`config.mk`:
```
export PLATFORM = sky130hd
export DESIGN_NAME = wmem_loader
export DESIGN_NICKNAME = d
export VERILOG_FILES = /design/src/rtl/wmem_loader.sv
export SDC_FILE = /design/constraint.sdc
export NUM_CORES = 1
export LEC_CHECK = 0
export CORE_MARGIN = 3
export CORE_UTILIZATION = 55
export CTS_BUF_LIST = sky130_fd_sc_hd__clkbuf_4
export DETAILED_ROUTE_END_ITERATION = 10
export DONT_BUFFER_PORTS = 1
export PLACE_DENSITY_LB_ADDON = 0.3
export SKIP_LAST_GASP = 1
export SYNTH_ARGS = -nofsm -noshare
export SYNTH_HDL_FRONTEND = slang
export SYNTH_SLANG_ARGS = --single-unit
```
`constraint.sdc`:
```
create_clock -name clk_i -period 5.95 [get_ports clk_i]
set_clock_uncertainty 0.15 [all_clocks]
set_input_delay 1.19 -clock clk_i [delete_from_list [all_inputs] [get_ports clk_i]]
set_output_delay 1.19 -clock clk_i [all_outputs]
set_load 0.05 [all_outputs]
```
`src/rtl/wmem_loader.sv`:
```
// wmem_loader -- write-side weight-memory loader.
//
// Accepts packed binary weight words over a valid/ready handshake and writes
// them to consecutive weight-memory addresses starting at 0. The number of
// words comes from end_count_i, latched when start_i is accepted in IDLE.
// An end count of N produces writes to addresses 0..N-1, which is the range
// the read-side counter walks when it is run with the same end count.
//
// Optional feature macro: WMEM_LOADER_CHKSUM_EN
//   When defined, adds chksum_o: the running XOR of every word written in
//   the current load. It is cleared on accepted start, includes the final
//   word in the fin cycle, and holds in IDLE.
//
// Ports:
//   clk_i          clock, rising edge
//   rst_ni         asynchronous active-low reset
//   start_i        one-cycle load request, honoured only in IDLE
//   end_count_i    words to load, sampled on accepted start
//   in_valid_i     in_data_i holds a weight word
//   in_ready_o     loader accepts a word this cycle (registered)
//   in_data_i      weight word
//   wmem_we_o      weight-memory write strobe
//   wmem_addr_o    weight-memory write address
//   wmem_wdata_o   weight-memory write data
//   busy_o         high from accepted start until back in IDLE
//   fin_o          one-cycle completion pulse, coincident with last write
//   cur_count_o    words accepted so far in the current load
//   chksum_o       (macro only) running XOR of written words
module wmem_loader #(
    parameter int DATA_W = 32,
    parameter int ADDR_W = 13
) (
    input  logic              clk_i,
    input  logic              rst_ni,
    input  logic              start_i,
    input  logic [ADDR_W-1:0] end_count_i,
    input  logic              in_valid_i,
    output logic              in_ready_o,
    input  logic [DATA_W-1:0] in_data_i,
    output logic              wmem_we_o,
    output logic [ADDR_W-1:0] wmem_addr_o,
    output logic [DATA_W-1:0] wmem_wdata_o,
    output logic              busy_o,
    output logic              fin_o,
    output logic [ADDR_W-1:0] cur_count_o
`ifdef WMEM_LOADER_CHKSUM_EN
    ,
    output logic [DATA_W-1:0] chksum_o
`endif
);

    typedef enum logic [1:0] {
        IDLE = 2'd0,
        LOAD = 2'd1,
        FIN  = 2'd2
    } state_e;

    state_e            state_q;
    logic [ADDR_W-1:0] end_q;
    logic [ADDR_W-1:0] cnt_q;
    logic              in_ready_q;
    logic              we_q;
    logic [ADDR_W-1:0] addr_q;
    logic [DATA_W-1:0] wdata_q;
    logic              busy_q;
    logic              fin_q;

    // A handshake can only happen in LOAD, the one state where in_ready_q is set.
    logic hs;
    assign hs = in_valid_i & in_ready_q;

    always_ff @(posedge clk_i or negedge rst_ni) begin
        if (!rst_ni) begin
            state_q    <= IDLE;
            end_q      <= '0;
            cnt_q      <= '0;
            in_ready_q <= 1'b0;
            we_q       <= 1'b0;
            addr_q     <= '0;
            wdata_q    <= '0;
            busy_q     <= 1'b0;
            fin_q      <= 1'b0;
        end else begin
            // Strobes are single-cycle unless re-armed below.
            we_q  <= 1'b0;
            fin_q <= 1'b0;
            unique case (state_q)
                IDLE: begin
                    if (start_i) begin
                        end_q  <= end_count_i;
                        cnt_q  <= '0;
                        busy_q <= 1'b1;
                        if (end_count_i == '0) begin
                            state_q <= FIN;
                            fin_q   <= 1'b1;
                        end else begin
                            state_q    <= LOAD;
                            in_ready_q <= 1'b1;
                        end
                    end
                end
                LOAD: begin
                    if (hs) begin
                        we_q    <= 1'b1;
                        addr_q  <= cnt_q;
                        wdata_q <= in_data_i;
                        cnt_q   <= cnt_q + 1'b1;
                        // end_q is nonzero in LOAD, so end_q-1 cannot underflow.
                        if (cnt_q == end_q - 1'b1) begin
                            state_q    <= FIN;
                            fin_q      <= 1'b1;
                            in_ready_q <= 1'b0;
                        end
                    end
                end
                FIN: begin
                    state_q <= IDLE;
                    busy_q  <= 1'b0;
                end
                default: begin
                    state_q    <= IDLE;
                    in_ready_q <= 1'b0;
                    busy_q     <= 1'b0;
                end
            endcase
        end
    end

`ifdef WMEM_LOADER_CHKSUM_EN
    logic [DATA_W-1:0] chk_q;

    always_ff @(posedge clk_i or negedge rst_ni) begin
        if (!rst_ni) begin
            chk_q <= '0;
        end else if (state_q == IDLE && start_i) begin
            chk_q <= '0;
        end else if (hs) begin
            chk_q <= chk_q ^ in_data_i;
        end
    end

    assign chksum_o = chk_q;
`endif

    assign in_ready_o   = in_ready_q;
    assign wmem_we_o    = we_q;
    assign wmem_addr_o  = addr_q;
    assign wmem_wdata_o = wdata_q;
    assign busy_o       = busy_q;
    assign fin_o        = fin_q;
    assign cur_count_o  = cnt_q;

endmodule

```
### After elaboration in Yosys (flattened, before gate mapping)

Cells that the tools add are included.

* register bits after elaboration: 77
* bits in latches: 0
* RAM bits: 0
* bits in read-only memories: 0
* input bits: 49
* memories: 0

* add/subtract/negate cells: 2
* multiply operators: 0
* div/mod/pow operators: 0
* $lt $le $gt $ge: 0
* equality and inequality tests: 7
* shift operators: 0
* muxes and demuxes: 22
* bitwise gates (word level): 3
* reductions and logical operators: 9

Operators with widths (number)
* 13-bit two-way mux: 2
* 13-bit one-hot mux with 2 select lines: 1
* 13-bit by 1-bit adder with 13-bit output (second input constant): 1
* 13-bit == test: 1
* 13-bit zero test: 1
* 13-bit by 1-bit subtractor with 13-bit output (second input constant): 1
* 1-bit two-way mux: 11
* 2-bit two-way mux: 4
* 2-bit inequality test (second input constant): 4
* 2-bit AND reduction: 3
* 3-bit AND reduction: 2
* 5-bit AND reduction: 1
* 1-bit one-hot mux with 2 select lines: 2
* 2-bit one-hot mux with 2 select lines: 1
* 1-bit one-hot mux with 3 select lines: 1
* 2-bit by 1-bit == test with 1-bit output (second input constant): 1
* 2-bit == test (second input constant): 1
* 2-bit zero test: 1
* 1-bit NOT: 2
* 2-bit nonzero test: 1
* 1-bit bitwise AND: 1

### Depth between registers and ports, before layout

Gate-level depths: netlist of run 1.

* depth after elaboration: 5
* gate-level depth with buffers: 8
* mapped depth without buffers: 8

### Worst setup path after synthesis of run 1

Ideal clock, no wire load.

* kind: input -> register
* from: input start_i
* to: register cnt_q[10], in the netlist cur_count_o[10]
* arrival time: 2.237 ns
* required time: 5.668 ns
* path slack: 3.431 ns
* stages: 4
* path buffers: 2
* path through: nor3b_1 > clkbuf_1 > buf_1 > nor2_1

* longest elaborated chain between the ends: 2

Ends and longest elaborated chain
* start: declaration: RTL line 35 `input logic start_i,`
* 2-bit inequality test (no line)
* 3-bit AND reduction (no line)
* end signal: assignment: RTL line 107 `cnt_q <= cnt_q + 1'b1;`
* end: declaration: RTL line 60 `logic [ADDR_W-1:0] cnt_q;`

Every way passes these cells.
A chain may end at the register's enable or synchronous reset.

### Final worst setup path of run 1

* from: input in_valid_i
* to: register cnt_q[7], in the netlist cur_count_o[7]

* longest elaborated chain between the ends: 3

Ends and longest elaborated chain
* start: declaration: RTL line 37 `input logic in_valid_i,`
* 1-bit bitwise AND: RTL line 70 `assign hs = in_valid_i & in_ready_q;`
* 2-bit inequality test (no line)
* 3-bit AND reduction (no line)

Every way passes these cells.

==> reports/results.tsv, run 1 <==
stage	metric	value	unit
worst_setup_path	crit end category	flip-flop	
pwr	power per cell area	563.3	nW/µm²
floorplan	Starting Density	57.69	%
detailed_routing	Initial DRC Count	144	
synth	Cell variety after synth	46	
worst_setup_path	Critical Path AT	3210	ps
pwr	Clk pwr share	16.9	%
placement	detailed placer's ending HPWL	5144	µm
pwr	Sequential Power Share	61.6	%
placement	input/output buffers	0	
worst_setup_path	slowest stage delay, CP	420	ps
clock_tree	post-cts resize count	0	
clock_tree	hold buffers post-CTS	0	
timing	Setup TNS	0	ps
floorplan	Rows	28	
detailed_routing	antenna viol nets, final	0	
clock_tree	Reg clk slew, reported paths	130	ps
worst_setup_path	crit-path cells	nand4_1, buf_4, inv_1, buf_4, nor2_1, nor2_1, nand4_1, xnor2_1, nor2_1	
finish	Filler cells	507	
synth	dominant synthesized flop cell	dfrtp_1	
clock_tree	Clk Latency, worst-skew pair	400	ps
worst_setup_path	critical path peak fanout	50	
timing	Slew Viols, Final	0	
clock_tree	htree depth	3	
detailed_routing	wl on met1	3149	µm
finish	share of cells above drive strength 1	9.485	%
timing	unrepaired setup endpoints after global routing	false	
synth	syn_nets	418	
detailed_routing	Routed wire per std cell	16.56	µm
clock_tree	clock tree buffer depth	2	
worst_setup_path	CP Launch Point	in_valid_i	
clock_tree	total clock buffers created by CTS	9	
grt	initial antenna violation count	0	
clock_tree	postcts setup bufs	0	
pwr	LEAKAGE	1.768	nW
synth	Post-synth ARST share	100.0	%
pwr	final total power	0.002057	W
timing	setup violators final	0	
clock_tree	root buffer cell	clkbuf_4	
floorplan	Die H	85.27	µm
grt	largest net degree at the start of global routing	78	
finish	ANT cells	0	
job	total of max-cap violations	0	
timing	headroom to the max-slew limit	36.94	%
detailed_routing	# DRC	0	
placement	Post-DP Area	3495	µm²
grt	vias in the first global route	2539	
worst_setup_path	nature of the critical path startpoint	primary input	
timing	Final Cycle Share	52.11	%
placement	final RePlAce weighted congestion	0.8663	
detailed_routing	drt first pass iters	4	
hold_path	HP Class	in -> async	
worst_setup_path	Critical R2R Launch	in_ready_o	
worst_setup_path	kind of critical path	in -> reg	
timing	Slew @ Worst Pin	941.8	ps
finish	Nets	415	
grt	gr ovfl total	0	
worst_setup_path	crit path max-delay cell type	buf_4	
clock_tree	Sink Count	77	
synth	EDFF count, synth	0	
timing	minimum clock period	3101	ps
worst_setup_path	Worst Path Required	6060	ps
timing	hold_ws	310.9	ps
floorplan	DIE AREA	7270	µm²
floorplan	Core Area	5991	µm²
finish	fin area	3652	µm²
detailed_routing	DR vias	2483	
pwr	combinational power share	21.5	%
placement	dpl ws	2454	ps
timing	Setup WS post-layout	2849	ps
finish	Area Growth Syn to Fin	5.684	%
worst_setup_path	Reg2Reg Depth	9	
synth	post-synthesis instance area	3456	µm²
grt	first-pass GRT wire length	12320	µm
synth	Ys Warns	0	
grt	All-Layer GR Usage	21.27	%
synth	Seq/Total Area, Yosys	55.76	%
synth	Post-Synthesis Mean Instance Area	9.416	µm²
synth	Syn Inst Count	367	
floorplan	I/O pin total	111	
finish	Storage cell area	1927	µm²
worst_setup_path	Most Frequent Cell on Critical Path	nor2_1	
detailed_routing	top sig layer	met4	
run_status	status	completed	
pwr	Peak VDD IR	0.2850	mV
detailed_routing	DR vias/cell	5.592	
pwr	switching power	0.001014	W
timing	Fmax	0.3225	GHz
detailed_routing	Met3 Wirelength	533	µm
detailed_routing	routed length on met2	3477	µm
finish	most frequent cells in the layout	nand2_1, dfrtp_1, nor2_1	
detailed_routing	WL final	7353	µm
floorplan	chip width	85.27	µm
timing	count of final hold-check violations	0	
synth	FF+latch count, synth	77	
finish	multi-input combinational cell area	1421	µm²
pwr	Switching Fraction	49.29	%
finish	commonest non-fill, non-tap cell in the layout	nand2_1	
pwr	internal cell power	0.001043	W
clock_tree	TritonCTS clock tree	built	
-- metrics by stage --
| stage | util, % | cells |
|---|---|---|
| floorplan | - | 367 |
| global placement | 58.33 | 428 |
| detailed placement | 58.33 | 428 |
| CTS | 60.96 | 444 |
| global route | 60.96 | 444 |
| finish | 60.96 | 444 |
-- path summary, 6_finish.rpt --
path	slack, ps	end
worst max-delay path	2850	cur_count_o[7]
worst min-delay path	310	wmem_wdata_o[15]
worst max register to register	2860	cur_count_o[7]
worst min register to register	400	end_q[12]
max in group asynchronous	5230	wmem_wdata_o[7]
min in group clk_i	400	end_q[12]
-- layout make-up --
class | count | share of cell area, %
inverters | 8 | 0.8222
clock inverters | 7 | 2.467
multi-input cells | 265 | 38.92
clock buffers | 9 | 1.850
flip-flops and latches | 77 | 52.76
well taps | 75 | 2.569
repair buffers | 3 | 0.6167
-- per-layer routing --
metal	vias up	track usage [%]
met5	-	0
met4	0	10.36
met3	19	5.922
met2	89	32.70
met1	1175	27.82
li1	1200	-
-- logic make-up (layout without fill, tap and decap cells) --
logic type      count (synthesis)  after routing  share of synthesized area, %
simple gates                  198            198                         25.13
xor+xnor                       22             22                         5.576
fa+ha+maj                       2              2                        0.7240
buf+inv                        25             27                         3.259
compound gates                 34             34                         6.625
mux                             9              9                         2.933
flops                          77             77                         55.76
-- power groups by stage --
stage / clock [W] / sequential, W / combinational (W)
floorplan: 0 / 0.00121 / 0.000413
global placement: 0 / 0.00128 / 0.000430
detailed placement: 0 / 0.00128 / 0.000447
CTS: 0.000358 / 0.00127 / 0.000447
global route: 0.000379 / 0.00129 / 0.000509
finish: 0.000347 / 0.00127 / 0.000442
-- critical path, delay by kind of cell --
kind                      cells  cell delay [ps]
and+or+nand+nor               5              790
buffers and inverters         3              960
xor gates and xnor gates      1              230
-- cell usage after synthesis, types with 3 or more instances --
master	n	area, µm²
nand2_1	145	544.3
dfrtp_1	77	1927
nor2_1	14	52.55
o21ai_0	13	65.06
clkbuf_1	12	45.04
xnor2_1	11	96.34
xor2_1	11	96.34
mux2_2	9	101.4
inv_1	8	30.03
nand4_1	7	43.79
nand3_1	5	25.02
nor3_1	5	25.02
a21oi_1	3	15.01
nor2b_1	3	18.77
-- flip-flops by register name, indices dropped and copies added (netlist names) --
register      flops
busy_o            1
cur_count_o      13
end_q            13
fin_o             1
in_ready_o        1
state_q           2
wmem_addr_o      13
wmem_wdata_o     32
wmem_we_o         1
Power figures use the tool's default switching activity.
==> inputs of run 2 (changes only) <==
clock period = 2.51 ns   (was 5.95 ns; I/O delays follow)
==> run 2 against run 1 <==
Register-to-register slack worse by 2700 ps; global-route usage is 1.5 points higher; first-iteration DRC count is 53% higher; core utilization is 4.2 points higher.
==> reports/results.tsv, run 2 (synthesized netlist as in run 1, its figures left out) <==
stage	metric	value	unit	change
grt	All-Layer GR Usage	22.77	%	was 21.27%
detailed_routing	drt first pass iters	4		unchanged
detailed_routing	Routed wire per std cell	16.84	µm	was 16.56 µm
floorplan	chip width	85.27	µm	unchanged
finish	Nets	441		was 415
hold_path	hold wc startpoint	in_data_i[27]		
finish	Area Growth Syn to Fin	13.03	%	was 5.684%
worst_setup_path	crit-path cells	or3_4, or4_4, o211a_1, nor4_2, o2111ai_2, a311o_1		was nand4_1, buf_4, inv_1, buf_4, nor2_1, nor2_1, nand4_1, xnor2_1, nor2_1
hold_path	HP Class	in -> reg		was in -> async
placement	dpl ws	-168.8	ps	was 2454 ps
floorplan	DIE AREA	7270	µm²	unchanged
worst_setup_path	crit end category	flip-flop		unchanged
finish	most frequent cells in the layout	nand2_1, dfrtp_1, buf_4		was nand2_1, dfrtp_1, nor2_1
floorplan	Core Area	5991	µm²	unchanged
clock_tree	TritonCTS clock tree	built		unchanged
worst_setup_path	crit path max-delay cell type	or4_4		was buf_4
floorplan	I/O pin total	111		unchanged
worst_setup_path	slowest stage delay, CP	420	ps	about the same
clock_tree	Reg clk slew, reported paths	120	ps	was 130 ps
detailed_routing	Initial DRC Count	221		was 144
worst_setup_path	critical path peak fanout	4		was 50
finish	commonest non-fill, non-tap cell in the layout	nand2_1		unchanged
grt	initial antenna violation count	0		unchanged
placement	input/output buffers	0		unchanged
timing	unrepaired setup endpoints after global routing	false		unchanged
finish	share of cells above drive strength 1	16.96	%	was 9.485%
timing	Slew @ Worst Pin	507.1	ps	was 941.8 ps
timing	Final Cycle Share	95.20	%	
clock_tree	total clock buffers created by CTS	9		unchanged
finish	max reg flops	32		unchanged
detailed_routing	routed length on met2	3823	µm	was 3477 µm
floorplan	Die H	85.27	µm	unchanged
placement	detailed placer's ending HPWL	5570	µm	was 5144 µm
clock_tree	root buffer cell	clkbuf_4		unchanged
clock_tree	Sink Count	77		unchanged
detailed_routing	# DRC	0		unchanged
worst_setup_path	Critical R2R Launch	end_q[2]		was in_ready_o
worst_setup_path	CP bufs+invs	0		was 3
grt	vias in the first global route	2594		was 2539
timing	headroom to the max-slew limit	66.19	%	was 36.94%
finish	Filler cells	473		was 507
placement	Inst Count DP	449		was 428
worst_setup_path	Critical Path AT	2550	ps	was 3210 ps
job	total of max-cap violations	0		unchanged
detailed_routing	WL final	7917	µm	was 7353 µm
floorplan	Starting Density	57.69	%	unchanged
floorplan	Rows	28		unchanged
timing	Slew Viols, Final	0		unchanged
detailed_routing	DR vias/cell	5.611		was 5.592
finish	final std cells w/o fill	470		was 444
pwr	Peak VDD IR	0.6692	mV	was 0.2850 mV
detailed_routing	top sig layer	met4		unchanged
worst_setup_path	Worst Path Required	2670	ps	was 6060 ps
placement	final RePlAce weighted congestion	0.9112		was 0.8663
timing	count of final hold-check violations	0		unchanged
run_status	status	completed		unchanged
grt	gr ovfl total	0		unchanged
worst_setup_path	Top delay family on crit path	simple AND/OR/NAND/NOR gates		was buffers and inverters
finish	ANT cells	0		unchanged
detailed_routing	wl on met1	3259	µm	was 3149 µm
worst_setup_path	CP Launch Point	end_q[2]		was in_valid_i
timing	Setup WS post-layout	120.4	ps	was 2849 ps
worst_setup_path	nature of the critical path startpoint	flip-flop		was primary input
pwr	power per cell area	1315	nW/µm²	was 563.3 nW/µm²
detailed_routing	Met3 Wirelength	609	µm	was 533 µm
timing	setup violators final	0		unchanged
timing	Fmax	0.4185	GHz	
detailed_routing	DR vias	2637		was 2483
clock_tree	Clk Latency, worst-skew pair	410	ps	was 400 ps
grt	first-pass GRT wire length	12810	µm	was 12320 µm
pwr	LEAKAGE	1.912	nW	was 1.768 nW
timing	minimum clock period	2390	ps	
detailed_routing	antenna viol nets, final	0		unchanged
clock_tree	htree depth	3		unchanged
clock_tree	clock tree buffer depth	2		unchanged
worst_setup_path	kind of critical path	reg -> reg		was in -> reg
grt	largest net degree at the start of global routing	78		unchanged
## run 2: per-stage QoR
step | instance area [µm²] | setup TNS (ps) | utilization (%) | total power, W | hold WS (ps)
2_1_floorplan | 3456 | 0 | - | 0.003835 | 56.41
3_3_place_gp | 3652 | 0 | 60.96 | 0.004177 | 58.23
3_5_place_dp | 3652 | -226.4 | 60.96 | 0.004256 | 58.20
4_1_cts | 3876 | -42.22 | 64.70 | 0.005100 | 15.73
5_1_grt | 3906 | 0 | 65.20 | 0.005433 | 9.400
6_report | 3906 | 0 | 65.20 | 0.005137 | 35.71
## run 2: report_power, final
group / total, W / leakage [nW] / switching (W) / internal [W]
clock network: 0.000734 / 0.0740 / 0.000421 / 0.000313
logic: 0.00165 / 0.875 / 0.000985 / 0.000667
registers: 0.00275 / 0.963 / 0.00115 / 0.00160
## run 2: area by class of cell
class                           count  area, µm²  area share, %
Clock buffer                       10      75.07          1.922
Clock inverter                      6      63.81          1.634
Inverter                            8      30.03         0.7687
Multi-Input combinational cell    265       1476          37.80
Sequential cell                    77       1927          49.33
Tap cell                           75      93.84          2.402
Timing Repair Buffer               29      240.2          6.150
## run 2: path summary, 6_finish.rpt
kind,slack (ps),cells after the start,endpoint
setup / recovery,120,6,in_ready_o
hold / removal,40,2,wmem_wdata_o[27]
setup reg to reg,120,6,in_ready_o
hold reg to reg,440,1,end_q[12]
max in group asynchronous,1390,2,wmem_wdata_o[12]
min in group asynchronous,500,2,wmem_wdata_o[0]
## run 2: worst register-to-register path: stages (launching register included)
cell       delay [ps]
dfrtp_1           400
or3_4             390
or4_4             420
o211a_1           230
nor4_2            190
o2111ai_2         210
a311o_1           310
## run 2: metal layers
layer	global-route usage (%)	vias up
met5	0	-
met2	35.73	95
li1	-	1255
met3	6.602	20
met1	29.03	1267
met4	10.94	0
## run 2: repair_timing
item,CTS,global route
endpoints found under the setup margin,3,4
endpoints found under the hold margin,77,0
hold buffers,2,0
buffers inserted,3,0
pin swaps,5,1
gates resized for setup,5,4
